$ cat src/rtl/ball_direction_pkg.sv
// ball_direction_pkg: direction/state encodings and per-frame collision flags for ball_direction.
package ball_direction_pkg;

    localparam logic HDIR_RIGHT = 1'b0;
    localparam logic HDIR_LEFT  = 1'b1;
    localparam logic VDIR_DOWN  = 1'b0;
    localparam logic VDIR_UP    = 1'b1;

    localparam logic [0:0] ST_SERVE = 1'b0;
    localparam logic [0:0] ST_PLAY  = 1'b1;

    typedef struct packed {
        logic hit_l;
        logic hit_r;
        logic wall_l;
        logic wall_r;
        logic wall_t;
    } flags_t;

endpackage

$ cat src/rtl/ball_direction_edges.sv
// frame_edge_detect: registers blanking and emits line/frame start and end strobes.
module frame_edge_detect (
    input  logic i_Clk,
    input  logic i_Reset,
    input  logic i_HBlank,
    input  logic i_VBlank,
    output logic line_start,
    output logic line_end,
    output logic frame_start,
    output logic frame_end
);

    logic r_hblank, r_vblank;

    always_ff @(posedge i_Clk) begin
        if (i_Reset) begin
            r_hblank <= 1'b0;
            r_vblank <= 1'b0;
        end else begin
            r_hblank <= i_HBlank;
            r_vblank <= i_VBlank;
        end
    end

    assign line_start  = !i_HBlank && r_hblank;
    assign line_end    = i_HBlank && !r_hblank;
    assign frame_start = !i_VBlank && r_vblank;
    assign frame_end   = i_VBlank && !r_vblank;

endmodule

$ cat src/rtl/ball_direction.sv
// ball_direction: latches ball collisions during the visible frame and commits
// direction, score and serve updates once per frame at VBlank onset.
module ball_direction
    import ball_direction_pkg::*;
#(
    parameter int   p_SERVE_FRAMES = 60,
    parameter logic p_START_HDIR   = 1'b0,
    parameter logic p_START_VDIR   = 1'b0
) (
    input  logic i_Clk,
    input  logic i_Reset,
    input  logic i_HBlank,
    input  logic i_VBlank,
    input  logic i_Ball_Video,
    input  logic i_LPaddle_Video,
    input  logic i_RPaddle_Video,
    output logic o_HDir,
    output logic o_VDir,
    output logic o_Serve,
    output logic o_Score_L,
    output logic o_Score_R,
    output logic o_Hit
);

    logic       line_start, line_end, frame_start, frame_end;
    logic [0:0] state;
    logic [7:0] count;
    logic       r_ball, first_line, line_ball, prev_line;
    flags_t     flags, flags_nxt;
    logic       visible, play, ball_vis, wall_b;
    logic       bounce_l, bounce_r, walls_ok, score_l, score_r, bounce_t, bounce_b;

    frame_edge_detect u_edges (
        .i_Clk      (i_Clk),
        .i_Reset    (i_Reset),
        .i_HBlank   (i_HBlank),
        .i_VBlank   (i_VBlank),
        .line_start (line_start),
        .line_end   (line_end),
        .frame_start(frame_start),
        .frame_end  (frame_end)
    );

    assign o_Serve = (state == ST_SERVE);

    always_comb begin
        visible  = !i_HBlank && !i_VBlank;
        play     = (state == ST_PLAY);
        ball_vis = play && visible && i_Ball_Video;
        // a VBlank rise coinciding with an HBlank rise has not copied the last line yet
        wall_b   = play && (line_end ? line_ball : prev_line);
        flags_nxt        = flags;
        flags_nxt.hit_l  = flags.hit_l  || (ball_vis && i_LPaddle_Video);
        flags_nxt.hit_r  = flags.hit_r  || (ball_vis && i_RPaddle_Video);
        flags_nxt.wall_l = flags.wall_l || (ball_vis && line_start);
        flags_nxt.wall_t = flags.wall_t || (ball_vis && (first_line || frame_start));
        flags_nxt.wall_r = flags.wall_r || (play && line_end && r_ball);
        bounce_l = flags_nxt.hit_l && !flags_nxt.hit_r && (o_HDir == HDIR_LEFT);
        bounce_r = flags_nxt.hit_r && !flags_nxt.hit_l && (o_HDir == HDIR_RIGHT);
        walls_ok = !(flags_nxt.hit_l && flags_nxt.hit_r) && !bounce_l && !bounce_r;
        score_r  = walls_ok && flags_nxt.wall_l && !flags_nxt.wall_r;
        score_l  = walls_ok && flags_nxt.wall_r && !flags_nxt.wall_l;
        bounce_t = flags_nxt.wall_t && !wall_b && (o_VDir == VDIR_UP);
        bounce_b = wall_b && !flags_nxt.wall_t && (o_VDir == VDIR_DOWN);
    end

    always_ff @(posedge i_Clk) begin
        if (i_Reset) begin
            o_HDir     <= p_START_HDIR;
            o_VDir     <= p_START_VDIR;
            o_Score_L  <= 1'b0;
            o_Score_R  <= 1'b0;
            o_Hit      <= 1'b0;
            state      <= ST_SERVE;
            count      <= 8'(p_SERVE_FRAMES);
            flags      <= '0;
            r_ball     <= 1'b0;
            first_line <= 1'b0;
            line_ball  <= 1'b0;
            prev_line  <= 1'b0;
        end else begin
            r_ball     <= i_Ball_Video && visible;
            first_line <= frame_start || (first_line && !line_end);
            line_ball  <= play && !line_end && (line_ball || ball_vis);
            prev_line  <= play && !frame_end && (line_end ? line_ball : prev_line);
            o_Score_L  <= 1'b0;
            o_Score_R  <= 1'b0;
            o_Hit      <= 1'b0;
            flags      <= (play && !frame_end) ? flags_nxt : '0;
            if (frame_end && play) begin
                o_HDir    <= bounce_l ? HDIR_RIGHT : bounce_r ? HDIR_LEFT :
                             score_r  ? HDIR_LEFT  : score_l  ? HDIR_RIGHT : o_HDir;
                o_VDir    <= bounce_t ? VDIR_DOWN : bounce_b ? VDIR_UP : o_VDir;
                o_Hit     <= bounce_l || bounce_r || bounce_t || bounce_b;
                o_Score_L <= score_l;
                o_Score_R <= score_r;
                if (score_l || score_r) begin
                    state <= ST_SERVE;
                    count <= 8'(p_SERVE_FRAMES);
                end
            end else if (frame_end) begin
                count <= count - 8'd1;
                state <= (count == 8'd1) ? ST_PLAY : ST_SERVE;
            end
        end
    end

endmodule

$ cat config.mk
export PLATFORM = sky130hd
export DESIGN_NAME = ball_direction
export DESIGN_NICKNAME = d
export VERILOG_FILES = /design/src/rtl/ball_direction_pkg.sv /design/src/rtl/ball_direction_edges.sv /design/src/rtl/ball_direction.sv
export SDC_FILE = /design/constraint.sdc
export NUM_CORES = 1
export LEC_CHECK = 0
export BUFFER_PORTS_ARGS = -buffer_cell sky130_fd_sc_hd__buf_4
export CAP_MARGIN = 20
export CORE_AREA = 3 3 65 67
export DETAILED_ROUTE_END_ITERATION = 16
export DIE_AREA = 0 0 68 70
export PLACE_DENSITY = 0.54
export SYNTH_ARGS = -nofsm -noshare
export SYNTH_HDL_FRONTEND = slang
export SYNTH_SLANG_ARGS = --single-unit
$ cat constraint.sdc
create_clock -name i_Clk -period 2.39 [get_ports i_Clk]
set_input_delay 0.3585 -clock i_Clk [delete_from_list [all_inputs] [get_ports i_Clk]]
set_output_delay 0.3585 -clock i_Clk [all_outputs]
set_load 0.02 [all_outputs]
# Word-level counts from Yosys, hierarchy flattened
# Index checks and enable logic that the tools add are counted.
totals:
  ff_bits: 25
  output_inout_bits: 6
  in_bits: 7
  word_cells: 111
op_classes:
  add_sub_neg: 1
  eq_ne: 2
  bitwise_logic: 5
  n_mux: 14
  reduce_logical: 71
ops:
  columns: ["operator", "n"]
  rows:
  - ["logical AND 1 bit", 36]
  - ["2-to-1 mux 8 bit", 3]
  - ["zero test 1 bit", 15]
  - ["logical OR 1 bit", 12]
  - ["2-to-1 mux 1 bit", 11]
  - ["== test 8 x 1 -> 1 bit, second input constant", 1]
  - ["subtractor 8 x 1 -> 8 bit, second input constant", 1]
  - ["AND reduction 2 bit", 3]
  - ["inverter 1 bit", 5]
  - ["nonzero test 2 bit", 2]
  - ["nonzero test 4 bit", 1]
  - ["OR reduction 2 bit", 2]
  - ["inequality test 2 x 1 -> 1 bit, second input constant", 1]

# Logic depth before layout (Yosys ltp)
logic_depth:
  word_depth: 18
  mapped_depth: 6
  mapped_depth_nobuf: 6

# Hierarchy
# Synthesis repeated with hierarchy kept, for this count alone.
hier_totals:
  cells_unflattened: 143
  hier_area_um2: 1275.0
modules_own_cells:
  columns: ["mod", "cells_each", "instances", "area_per_inst_um2"]
  rows:
  - ["ball_direction", 135, 1, 1197.4]
  - ["frame_edge_detect", 8, 1, 77.6]

# Worst setup path after synthesis
# Ideal clock, no wire load.
synth_path:
  kind: "in2reg"
  from: "input port i_HBlank"
  to: "register count[4]"
  slack_ns: 0.875
  arrival_time_ns: 1.398
  stages: 5
  path_buffers: 0
  cell_sequence: "and4bb_4 -> a21oi_2 -> mux2i_2 -> o31a_1 -> nand2_1"
synth_via:
  elab_chain_len: 17
  word_cells_on_any_way: 36
  classes_between: "1 x eq/ne; 35 x reduce/logical"
synth_rtl:
  columns: ["element", "line_no", "source"]
  rows:
  - ["start: declaration", "ball_direction.sv:12", "input logic i_HBlank,"]
  - ["zero test 1 bit", "ball_direction_edges.sv:25, ball_direction.sv:47", null]
  - ["logical AND 1 bit", "ball_direction.sv:47", "visible = !i_HBlank && !i_VBlank;"]
  - ["logical AND 1 bit (2 in series)", "ball_direction.sv:49", "ball_vis = play && visible && i_Ball_Video;"]
  - ["logical AND 1 bit", "ball_direction.sv:54", "flags_nxt.hit_r = flags.hit_r || (ball_vis && i_RPaddle_Video);"]
  - ["logical OR 1 bit", "ball_direction.sv:54", null]
  - ["zero test 1 bit", "ball_direction.sv:58", "bounce_l = flags_nxt.hit_l && !flags_nxt.hit_r && (o_HDir == HDIR_LEFT);"]
  - ["logical AND 1 bit (2 in series)", "ball_direction.sv:58", null]
  - ["zero test 1 bit", "ball_direction.sv:60", "walls_ok = !(flags_nxt.hit_l && flags_nxt.hit_r) && !bounce_l && !bounce_r;"]
  - ["logical AND 1 bit (2 in series)", "ball_direction.sv:60", null]
  - ["logical AND 1 bit, on equally long branches (2 in series)", "ball_direction.sv:62, ball_direction.sv:61", null]
  - ["logical OR 1 bit (*)", "ball_direction.sv:97", "if (score_l || score_r) begin"]
  - ["inequality test 2 x 1 -> 1 bit (no source line) (*)", null, null]
  - ["AND reduction 2 bit (no source line) (*)", null, null]
  - ["end signal: assignment", "ball_direction.sv:75", "count <= 8'(p_SERVE_FRAMES);"]
  - ["end signal: assignment", "ball_direction.sv:99", "count <= 8'(p_SERVE_FRAMES);"]
  - ["end signal: assignment", "ball_direction.sv:102", "count <= count - 8'd1;"]
  - ["end: declaration", "ball_direction.sv:27", "logic [7:0] count;"]
# Every way passes the cells marked *; elsewhere a longest branch is shown, timed or not.
# A chain may end at the register's enable or synchronous reset.

# Worst setup path after layout
layout_path:
  from: "register state (netlist: play)"
  to: "register count[2]"
layout_via:
  elab_chain_len: 15
  word_cells_on_any_way: 35
  classes_between: "1 x eq/ne; 1 x mux; 33 x reduce/logical"
layout_rtl:
  columns: ["element", "line_no", "source"]
  rows:
  - ["start: declaration", "ball_direction.sv:26", "logic [0:0] state;"]
  - ["start signal: assignment", "ball_direction.sv:103", "state <= (count == 8'd1) ? ST_PLAY : ST_SERVE;"]
  - ["logical AND 1 bit (2 in series)", "ball_direction.sv:49", null]
  - ["logical AND 1 bit", "ball_direction.sv:54", null]
  - ["logical OR 1 bit", "ball_direction.sv:54", null]
  - ["zero test 1 bit", "ball_direction.sv:58", null]
  - ["logical AND 1 bit (2 in series)", "ball_direction.sv:58", null]
  - ["zero test 1 bit", "ball_direction.sv:60", null]
  - ["logical AND 1 bit (2 in series)", "ball_direction.sv:60", null]
  - ["logical AND 1 bit, on equally long branches (2 in series)", "ball_direction.sv:62, ball_direction.sv:61", null]
  - ["logical OR 1 bit", "ball_direction.sv:97", null]
  - ["inequality test 2 x 1 -> 1 bit (no source line)", null, null]
  - ["AND reduction 2 bit (no source line)", null, null]
# Several ways; a longest one is shown, not always the timed one.

==> results.ini <==
[clock_tree]
numCtsBuffers=3
post_cts_resized=0
clock-root-buffer=clkbuf_8
cts.reportedPaths.clkPinSlew_ps=80
clk_latency_ps=270
htreeDepth=1
cts_tree=yes
clk_path_buf_depth=2
post_cts_buffers=0
holdBufCountCts=0
clock-sinks=25

[floorplan]
die_area_sq_um=4760
start_util_pct=31.1
coreArea_sq_um=3690
dieWidth_um=68
die_height_um=70
rows=22
num_io_pins=13

[worst_setup_path]
worstPathRequired_ps=2550
worstSetupStartpoint=play$_SDFFE_PP0P_
cp_max_fo=14
rr_startpoint=play$_SDFFE_PP0P_
rrSetupSlack_ps=450
critPathKind=reg -> reg
crit_path_end_kind=flop
ff2ff_path_depth=5
cp_top_family=flip-flops
arrival_ps=2100
path_buf_inv=0
cpMaxStageDelayCell=dfxtp_1
path_cells=and4bb_4 > a21oi_2 > mux2i_2 > o31a_1 > nand2_1
max_stage_delay_ps=640
cp.depth=5
cp-start-kind=flop

[power_and_ir_drop]
cellPowerDensity_nw_per_um2=555
power_uw=740
netSwitchingFraction_pct=23.2
clkPwrFrac_pct=33.7
p_leak_nw=0.466
intPower_uw=568
switchingPower_uw=171
seq_power_share_pct=58.9
pwr-share-comb_pct=7.4
vdd_drop_max_v=0.000207

[routing]
met3_length_um=102
wl_met1_um=1100
maxUsedRoutingLayer=met4
drtPass1Iterations=4
wl_met2_um=1280
viasPerCell=5.16
wl_per_cell_um=13.5
postRouteAntennaNets=0
vias=976
routed_wl_um=2550
drt_iter0_markers=31
drcViolationCount=0

[timing]
post-route-period-util_pct=81.0
rsz0062_at_grt=no
maxSlewViolCount=0
fin_crit_ps=1940
max_freq_mhz=516
worst_slack_ps=453
tns_ps=0
tightest_slew_ps=497
hold_viol_final=0
slew_headroom_pct=66.6
finalClockSkew_ps=3.42
setup_violations=0

[placed_design]
place_ws_ps=482
port-buffer-count=12
gp_congestion=0.789
hpwl_um=1930

[cells_and_area]
multi_input_area_sq_um=614
drive_gt1_share_pct=16.3
diodes=0
most-common-layout-cells=dfxtp_1 (25), nor2_1 (16), buf_4 (12)
largest_reg_flops=8
regMostFlops=count
regArea_sq_um=500
fill_cells=394
reg.largest.list=count x8, flags x5
area_growth_pct=16.0
final_common_cell=dfxtp_1
fin_nets=151

[status]
run_status=complete, no violations

[hold_path]
hold-path-cell-count=2
min_from=i_VBlank
hold_path_class=in -> reg

[grt]
grt_use_total_pct=11.6
grt_pass1_vias=959
grt_max_degree=15
antenna_found_initial=0
grt_overflow_total=0
grt_pass1_wl_um=4320

[synthesis]
ys_ff_latch=25
avgSynthCellArea_sq_um=8.97
yosysUniqueCellTypes=36
synth.cell_area_sq_um=1150
ys_warn_count=0
syn-instance-count=128
ys_seq_area_share_pct=43.6
syn_nets=137

[run]
drv_cap=0

## metrics by stage
stage / hold WS [ps] / util (%) / cell area [sq um] / cells
6_report: 293 / 36.1 / 1330 / 189
5_1_grt: 306 / 36.1 / 1330 / 189
4_1_cts: 291 / 36.1 / 1330 / 189
3_5_place_dp: 484 / 34.9 / 1290 / 185
3_3_place_gp: 473 / 34.9 / 1290 / 185
2_1_floorplan: 435 / - / 1150 / 128
## layout make-up
type,instances,area share [%]
Clock buffer,4,3.38
Inverter,6,1.69
Multi-Input combinational cell,94,46.1
Sequential cell,25,37.6
Tap cell,48,4.51
Timing Repair Buffer,12,6.76
## cell families (layout without fill, tap and decap cells)
logic type                 Yosys count  in the layout  synth area share (%)
AOI/OAI and AO/OA                   31             31                  20.0
muxes                                2              2                  2.07
DFF                                 25             25                  43.6
buffers and inverters                9             22                  2.94
xor gates and xnor gates             6              6                  4.58
and+or+nand+nor                     53             53                  24.6
adders and majority gates            2              2                  2.18
## power groups by stage
stage                     Sequential, mW  Clock (mW)  Combinational, mW
after global routing               0.438       0.270             0.0608
after CTS                          0.436       0.255             0.0552
after global placement             0.446           0             0.0533
after detailed placement           0.446           0             0.0542
final                              0.436       0.249             0.0545
after floorplan                    0.443           0             0.0354
## per-layer routing
metal	up-vias	global-route usage, %
li1	482	-
met1	451	14.3
met4	0	5.08
met2	32	19.4
met5	-	0
met3	11	1.93
## cell usage after synthesis (all sizes together)
cell type  number  area share [%]
a21o            2             1.3
a21oi          14             7.7
a22oi           1            0.65
a2bb2oi         1            0.76
a311oi          2             1.5
a31oi           1            0.55
a41oi           2             2.2
and4bb          1             1.4
clkbuf          3            0.98
dfxtp          25              44
ha              2             2.2
inv             6             2.0
mux2i           2             2.1
nand2           9             2.9
nand2b          5             2.7
nand3           4             1.7
nand3b          2             1.3
nor2           16             5.2
nor2b           2             1.1
nor3            6             2.6
nor4            3             1.6
nor4b           3             2.8
o211a           1            0.87
o211ai          4             2.6
o21a            1            0.65
o21ai           1            0.44
o31a            1            0.76
or2             1            0.55
or3             1            0.55
xnor2           3             2.3
xor2            3             2.3
## worst paths after layout
check,endpoint
setup / recovery,count[2]$_SDFFE_PP1P_
hold / removal,r_ball$_SDFF_PP0_
setup reg to reg,count[2]$_SDFFE_PP1P_
hold reg to reg,first_line$_SDFF_PP0_
(Power assumes the default switching activity.)
